`src/rtl/rll_pkg.sv`:
```
// Shared types and constants for the RLL frame scheduler and its slot timer.
package rll_pkg;

  localparam int unsigned MAX_BYTES  = 16;
  localparam int unsigned LEN_W      = 5;
  localparam int unsigned BYTE_BITS  = 8;
  localparam int unsigned PHASE_W    = 1;
  localparam int unsigned SLOT_CNT_W = 8;

  typedef enum logic [2:0] {
    ST_IDLE,
    ST_PRE,
    ST_PAY,
    ST_FLUSH,
    ST_GAP
  } state_t;

  // A frame request is honoured only for 1..MAX_BYTES payload bytes.
  function automatic logic len_ok(input logic [LEN_W-1:0] l);
    return (l != '0) && (l <= LEN_W'(MAX_BYTES));
  endfunction

endpackage

```
`src/rtl/rll_slot_timer.sv`:
```
// Two-cycle bit-slot timer: phase toggle plus a loadable slot down-counter.
module rll_slot_timer
  import rll_pkg::*;
(
  input  logic                  clk,
  input  logic                  rst_n,
  input  logic                  load,
  input  logic [SLOT_CNT_W-1:0] load_val,
  output logic [SLOT_CNT_W-1:0] cnt,
  output logic                  slot_start,
  output logic                  slot_last
);

  logic [PHASE_W-1:0] phase;

  // load restarts at phase 0 with load_val+1 slots remaining
  always_ff @(posedge clk or negedge rst_n) begin
    if (!rst_n) begin
      phase <= '0;
      cnt   <= '0;
    end else if (load) begin
      phase <= '0;
      cnt   <= load_val;
    end else begin
      phase <= phase + PHASE_W'(1);
      if ((phase != '0) && (cnt != '0)) begin
        cnt <= cnt - SLOT_CNT_W'(1);
      end
    end
  end

  assign slot_start = (phase == '0);
  assign slot_last  = (phase != '0) && (cnt == '0);

endmodule

```
`src/rtl/rll_frame_sched.sv`:
```
// Frame scheduler feeding a rate-1/2 RLL coder: preamble, payload, flush, gap.
module rll_frame_sched
  import rll_pkg::*;
#(
  parameter int unsigned              PREAMBLE_BITS = 8,
  parameter logic [PREAMBLE_BITS-1:0] PREAMBLE_PAT  = 8'hAA,
  parameter int unsigned              FLUSH_BITS    = 4,
  parameter int unsigned              GAP_SLOTS     = 2
) (
  input  logic             clk,
  input  logic             rst_n,
  input  logic             start,
  input  logic [LEN_W-1:0] len,
  input  logic [7:0]       s_data,
  input  logic             s_valid,
  output logic             s_ready,
  output logic             coder_clr,
  output logic             coder_en,
  output logic             coder_bit,
  output logic             busy,
  output logic             done,
  output logic             err
);

  localparam logic [SLOT_CNT_W-1:0] PRE_LOAD   = SLOT_CNT_W'(PREAMBLE_BITS - 1);
  localparam logic [SLOT_CNT_W-1:0] BYTE_LOAD  = SLOT_CNT_W'(BYTE_BITS - 1);
  localparam logic [SLOT_CNT_W-1:0] FLUSH_LOAD = SLOT_CNT_W'(FLUSH_BITS - 1);
  localparam logic [SLOT_CNT_W-1:0] GAP_LOAD   = SLOT_CNT_W'(GAP_SLOTS - 1);

  state_t                   state;
  logic [LEN_W-1:0]         bytes_left;
  logic [PREAMBLE_BITS-1:0] pre_sr;
  logic [7:0]               pay_sr;
  logic [SLOT_CNT_W-1:0]    cnt;
  logic                     slot_start;
  logic                     slot_last;
  logic                     load_c;
  logic [SLOT_CNT_W-1:0]    load_val_c;
  logic                     take_c;

  assign take_c = s_ready && s_valid;

  rll_slot_timer u_timer (
    .clk        (clk),
    .rst_n      (rst_n),
    .load       (load_c),
    .load_val   (load_val_c),
    .cnt        (cnt),
    .slot_start (slot_start),
    .slot_last  (slot_last)
  );

  // Timer reload: held in IDLE and the clear cycle, then once per state segment
  always_comb begin
    load_c     = 1'b0;
    load_val_c = PRE_LOAD;
    case (state)
      ST_IDLE: load_c = 1'b1;
      ST_PRE, ST_PAY: begin
        if (coder_clr) begin
          load_c = 1'b1;
        end else if (slot_last) begin
          load_c     = 1'b1;
          load_val_c = take_c ? BYTE_LOAD : FLUSH_LOAD;
        end
      end
      ST_FLUSH: begin
        if (slot_last) begin
          load_c     = 1'b1;
          load_val_c = GAP_LOAD;
        end
      end
      ST_GAP:  load_c = slot_last;
      default: load_c = 1'b1;
    endcase
  end

  // Outputs are computed one edge ahead so each is registered for its slot phase
  always_ff @(posedge clk or negedge rst_n) begin
    if (!rst_n) begin
      state      <= ST_IDLE;
      bytes_left <= '0;
      pre_sr     <= '0;
      pay_sr     <= '0;
      s_ready    <= 1'b0;
      coder_clr  <= 1'b0;
      coder_en   <= 1'b0;
      coder_bit  <= 1'b0;
      busy       <= 1'b0;
      done       <= 1'b0;
      err        <= 1'b0;
    end else begin
      coder_clr <= 1'b0;
      coder_en  <= 1'b0;
      s_ready   <= 1'b0;
      done      <= 1'b0;
      case (state)
        ST_IDLE: begin
          coder_bit <= 1'b0;
          if (start && len_ok(len)) begin
            state      <= ST_PRE;
            coder_clr  <= 1'b1;
            busy       <= 1'b1;
            err        <= 1'b0;
            bytes_left <= len;
          end
        end
        ST_PRE, ST_PAY: begin
          if (coder_clr) begin
            coder_en  <= 1'b1;
            coder_bit <= PREAMBLE_PAT[PREAMBLE_BITS-1];
            pre_sr    <= PREAMBLE_PAT << 1;
          end else if (slot_start) begin
            s_ready <= (cnt == '0) && ((state == ST_PRE) || (bytes_left != '0));
          end else if (slot_last) begin
            coder_en <= 1'b1;
            if (take_c) begin
              state      <= ST_PAY;
              coder_bit  <= s_data[7];
              pay_sr     <= {s_data[6:0], 1'b0};
              bytes_left <= bytes_left - LEN_W'(1);
            end else begin
              // an unanswered fetch is an underrun; a missing fetch means payload done
              state     <= ST_FLUSH;
              coder_bit <= 1'b0;
              if (s_ready) begin
                err <= 1'b1;
              end
            end
          end else begin
            coder_en <= 1'b1;
            if (state == ST_PRE) begin
              coder_bit <= pre_sr[PREAMBLE_BITS-1];
              pre_sr    <= pre_sr << 1;
            end else begin
              coder_bit <= pay_sr[7];
              pay_sr    <= {pay_sr[6:0], 1'b0};
            end
          end
        end
        ST_FLUSH: begin
          coder_bit <= 1'b0;
          if (slot_last) begin
            state <= ST_GAP;
          end else if (!slot_start) begin
            coder_en <= 1'b1;
          end
        end
        ST_GAP: begin
          coder_bit <= 1'b0;
          if (slot_start) begin
            done <= (cnt == '0);
          end else if (slot_last) begin
            state <= ST_IDLE;
            busy  <= 1'b0;
          end
        end
        default: begin
          state <= ST_IDLE;
          busy  <= 1'b0;
        end
      endcase
    end
  end

endmodule

```
`config.mk`:
```
export PLATFORM = sky130hd
export DESIGN_NAME = rll_frame_sched
export DESIGN_NICKNAME = d
export VERILOG_FILES = /design/src/rtl/rll_pkg.sv /design/src/rtl/rll_slot_timer.sv /design/src/rtl/rll_frame_sched.sv
export SDC_FILE = /design/constraint.sdc
export NUM_CORES = 1
export LEC_CHECK = 0
export CORE_MARGIN = 2
export CORE_UTILIZATION = 40
export DETAILED_ROUTE_END_ITERATION = 16
export GPL_TIMING_DRIVEN = 0
export PLACE_DENSITY_LB_ADDON = 0.05
export SLEW_MARGIN = 20
export SYNTH_ARGS = -nofsm -noshare
export SYNTH_HDL_FRONTEND = slang
export SYNTH_SLANG_ARGS = --single-unit
```
`constraint.sdc`:
```
create_clock -name clk -period 2.02 [get_ports clk]
set_clock_uncertainty 0.05 [all_clocks]
set_input_delay 0.202 -clock clk [delete_from_list [all_inputs] [get_ports clk]]
set_output_delay 0.202 -clock clk [all_outputs]
set_load 0.005 [all_outputs]
```
==> impl_metrics.toml <==
[run_status]
status = "finished, violations left"
violations = "setup timing"

[clock_tree]
h-tree-depth = 2
path_clk_slew_ps = 80
root_buffer = "clkbuf_8"
cts_sinks = 37
cts_tree = "done"
cts_made_buffers = 5
cts_max_path_buffers = 2
clock_latency_ps = 300

[power]
switchingPower_mw = 1.60
report.power.total_mw = 3.93
leakage_nw = 1.20
p_int_mw = 2.33
p_seq_share_pct = 32.5
power_density_nw_per_um2 = 1410
p_clk_share_pct = 14.8
power_frac_comb_pct = 52.6
sw_frac_of_total_pct = 40.8
peakVddDrop_mv = 0.570

[synth]
synth_top_area_share_pct = 42.7
synth_seq_cells = 37
postSynth.asyncResetShare_pct = 100
ys_top_cells_by_count = "dfrtp_1 (37), nand2_1 (26), o21ai_0 (20)"
ys.flop_type = "dfrtp_1"
synth_nets = 251
synth_top_area_cell = "dfrtp_1"
yosys_warnings = 0
synth_edf_count = 0
synthTopCellsByArea = "dfrtp_1 (43%), mux2i_1 (6.0%), o21ai_0 (4.6%)"
yosysUniqueCellTypes = 53
avgSynthCellArea_um2 = 9.44
synth_area_um2 = 2170
syn_inst = 230
seq_area_frac_synth_pct = 42.7
yosysMostFrequentCell = "dfrtp_1"

[floorplanning]
rows = 26
design.core.area_um2 = 5170
die_area_um2 = 6030
io_pins = 24
die_x_um = 77.7
die_h_um = 77.7
initial_utilization_pct = 42.0

[drt]
first_pass_iters = 4
num_vias = 1942
routed_wl_um = 5470
drtIter0Drc = 154
post-route-drc-count = 0
drt.antenna.violating_nets = 0
post_drt_wl_per_cell_um = 16.0
viasPerCell = 5.70

[worst_setup_path]
cp-start-kind = "register"
crit_type = "reg2reg"
crit_path_max_incr_delay_ps = 550
crit_chain = "or4_4 -> or4_4 -> a22oi_4 -> and2_4 -> a22o_1"
endpoint_kind = "register"
r2r_cells = 5
cpMostUsedCell = "or4_4"
critPathArrivalTime_ps = 2460
path_max_fanout = 5
cp.required_ps = 2200
critPathSlowestCell = "or4_4"

[place]
place_congestion = 0.860
hpwl_um = 3820
port-buffer-count = 23
dpl_worst_slack_ps = -341

[global_routing]
grt_pass1_wl_um = 8890
grt_max_degree = 25
grt_overflow = 0
first_global_vias = 1832
antenna_found_initial = 0
grt_usage_pct = 18.9

[sta]
drv_slew = 0
fmax_ghz = 0.438
timing.final.hold_violations = 0
period_share_pct = 113
rsz0062_at_grt = "true"
setup-violations-final = 6
worstMarginPinSlew_ps = 527
fin_crit_ps = 2280
relSlewSlack_pct = 64.9
finalWorstSetupSlack_ps = -264

[final_layout]
fin_util_pct = 53.8
area_delta_synth_final_pct = 28.3
layout-drive-gt1-share_pct = 21.0
finalNetCount = 291
insertedDiodeCount = 0

[worst_hold_path]
hold_path_class = "in2async"

[flow_run]
drv_cap = 0
worst max-delay path: cells and delay by family, from the launching register on:
kind            cells  cell delay [ps]
compound gates      2              390
simple gates        3             1320
flops               1              440
what timing repair did:
item | CTS | global route
setup endpoints to repair | 27 | 32
resized for setup | 9 | 26
buffers inserted | 7 | 1
endpoints found under the hold margin | 13 | 0
hold buffers | 1 | 0
pin swaps | 2 | 3
final timing paths:
kind	start	endpoint	slack, ps
max in group asynchronous	rst_n	bytes_left[3]$_DFFE_PN0P_	1180
hold reg to reg	pay_sr[6]$_DFFE_PN0P_	pay_sr[6]$_DFFE_PN0P_	430
setup reg to reg	u_timer.cnt[2]$_DFFE_PN0P_	bytes_left[0]$_DFFE_PN0P_	-260
hold / removal	rst_n	u_timer.phase$_DFF_PN0_	280
setup / recovery	u_timer.cnt[2]$_DFFE_PN0P_	bytes_left[0]$_DFFE_PN0P_	-260
min in group clk	s_data[0]	pay_sr[1]$_DFFE_PN0P_	420
layout by cell type, fill, tap and decap left out, types with 3 or more instances in the layout:
master,instances
a21oi_1,10
a21oi_2,5
a31oi_1,7
and2_1,4
buf_4,7
buf_6,5
clkbuf_1,3
clkbuf_8,7
clkdlybuf4s50_1,22
dfrtp_1,36
ha_1,3
inv_1,4
mux2i_1,13
nand2_1,26
nand3_1,6
nand3b_1,5
nand4_1,3
nor2_1,16
o21ai_0,19
o31ai_1,3
or3_1,3
layout make-up:
| class | count | area [um^2] |
|---|---|---|
| fill | 456 | 2390 |
| multi-input combinational | 175 | 1220 |
| sequential | 37 | 927 |
| timing repair buffer | 33 | 323 |
| buffer | 11 | 103 |
| clock buffer | 7 | 96.3 |
| tap | 70 | 87.6 |
| inverter | 7 | 26.3 |
| clock inverter | 1 | 5.00 |
registers in the layout, indices dropped and copies added, names as in the netlist:
register       count
err                1
pay_sr             7
coder_en           1
done               1
s_ready            1
coder_bit          1
bytes_left         5
pre_sr             6
busy               1
u_timer.cnt        8
coder_clr          1
u_timer.phase      1
state              3
power by group through the flow:
stage	sequential (mW)	clock (mW)	combinational, mW
4_1_cts	1.25	0.595	1.95
3_5_place_dp	1.27	0	1.79
5_1_grt	1.32	0.626	2.29
6_report	1.28	0.583	2.07
2_1_floorplan	1.22	0	1.36
3_3_place_gp	1.27	0	1.78
metal layers:
layer	vias to the layer above	global-route usage, %	share of wire [%]
met2	57	27.9	44
li1	921	-	-
met3	10	4.42	4.9
met4	0	7.50	1.9
met1	954	26.7	49
met5	-	0	0
per-stage QoR:
step / TNS, ps / hold slack, ps / instances / area, um^2
after detailed placement: -4910 / 86.7 / 324 / 2510
final: -1200 / 285 / 341 / 2790
after floorplan: -357 / -144 / 230 / 2170
after CTS: -4140 / 298 / 340 / 2700
after global routing: -2040 / 307 / 341 / 2790
after global placement: -14840 / 414 / 323 / 2490
cells by family (layout without fill, tap and decap cells):
group | Yosys count | after routing | synth area share (%)
AO/OA/AOI/OAI | 65 | 65 | 19.3
XOR/XNOR | 2 | 2 | 0.807
adder cells (fa/ha/maj) | 4 | 4 | 2.31
buffers and inverters | 18 | 59 | 5.53
flip-flops | 37 | 37 | 42.7
multiplexers | 15 | 15 | 7.03
AND/OR/NAND/NOR | 89 | 89 | 22.4
(Power assumes the default switching activity.)
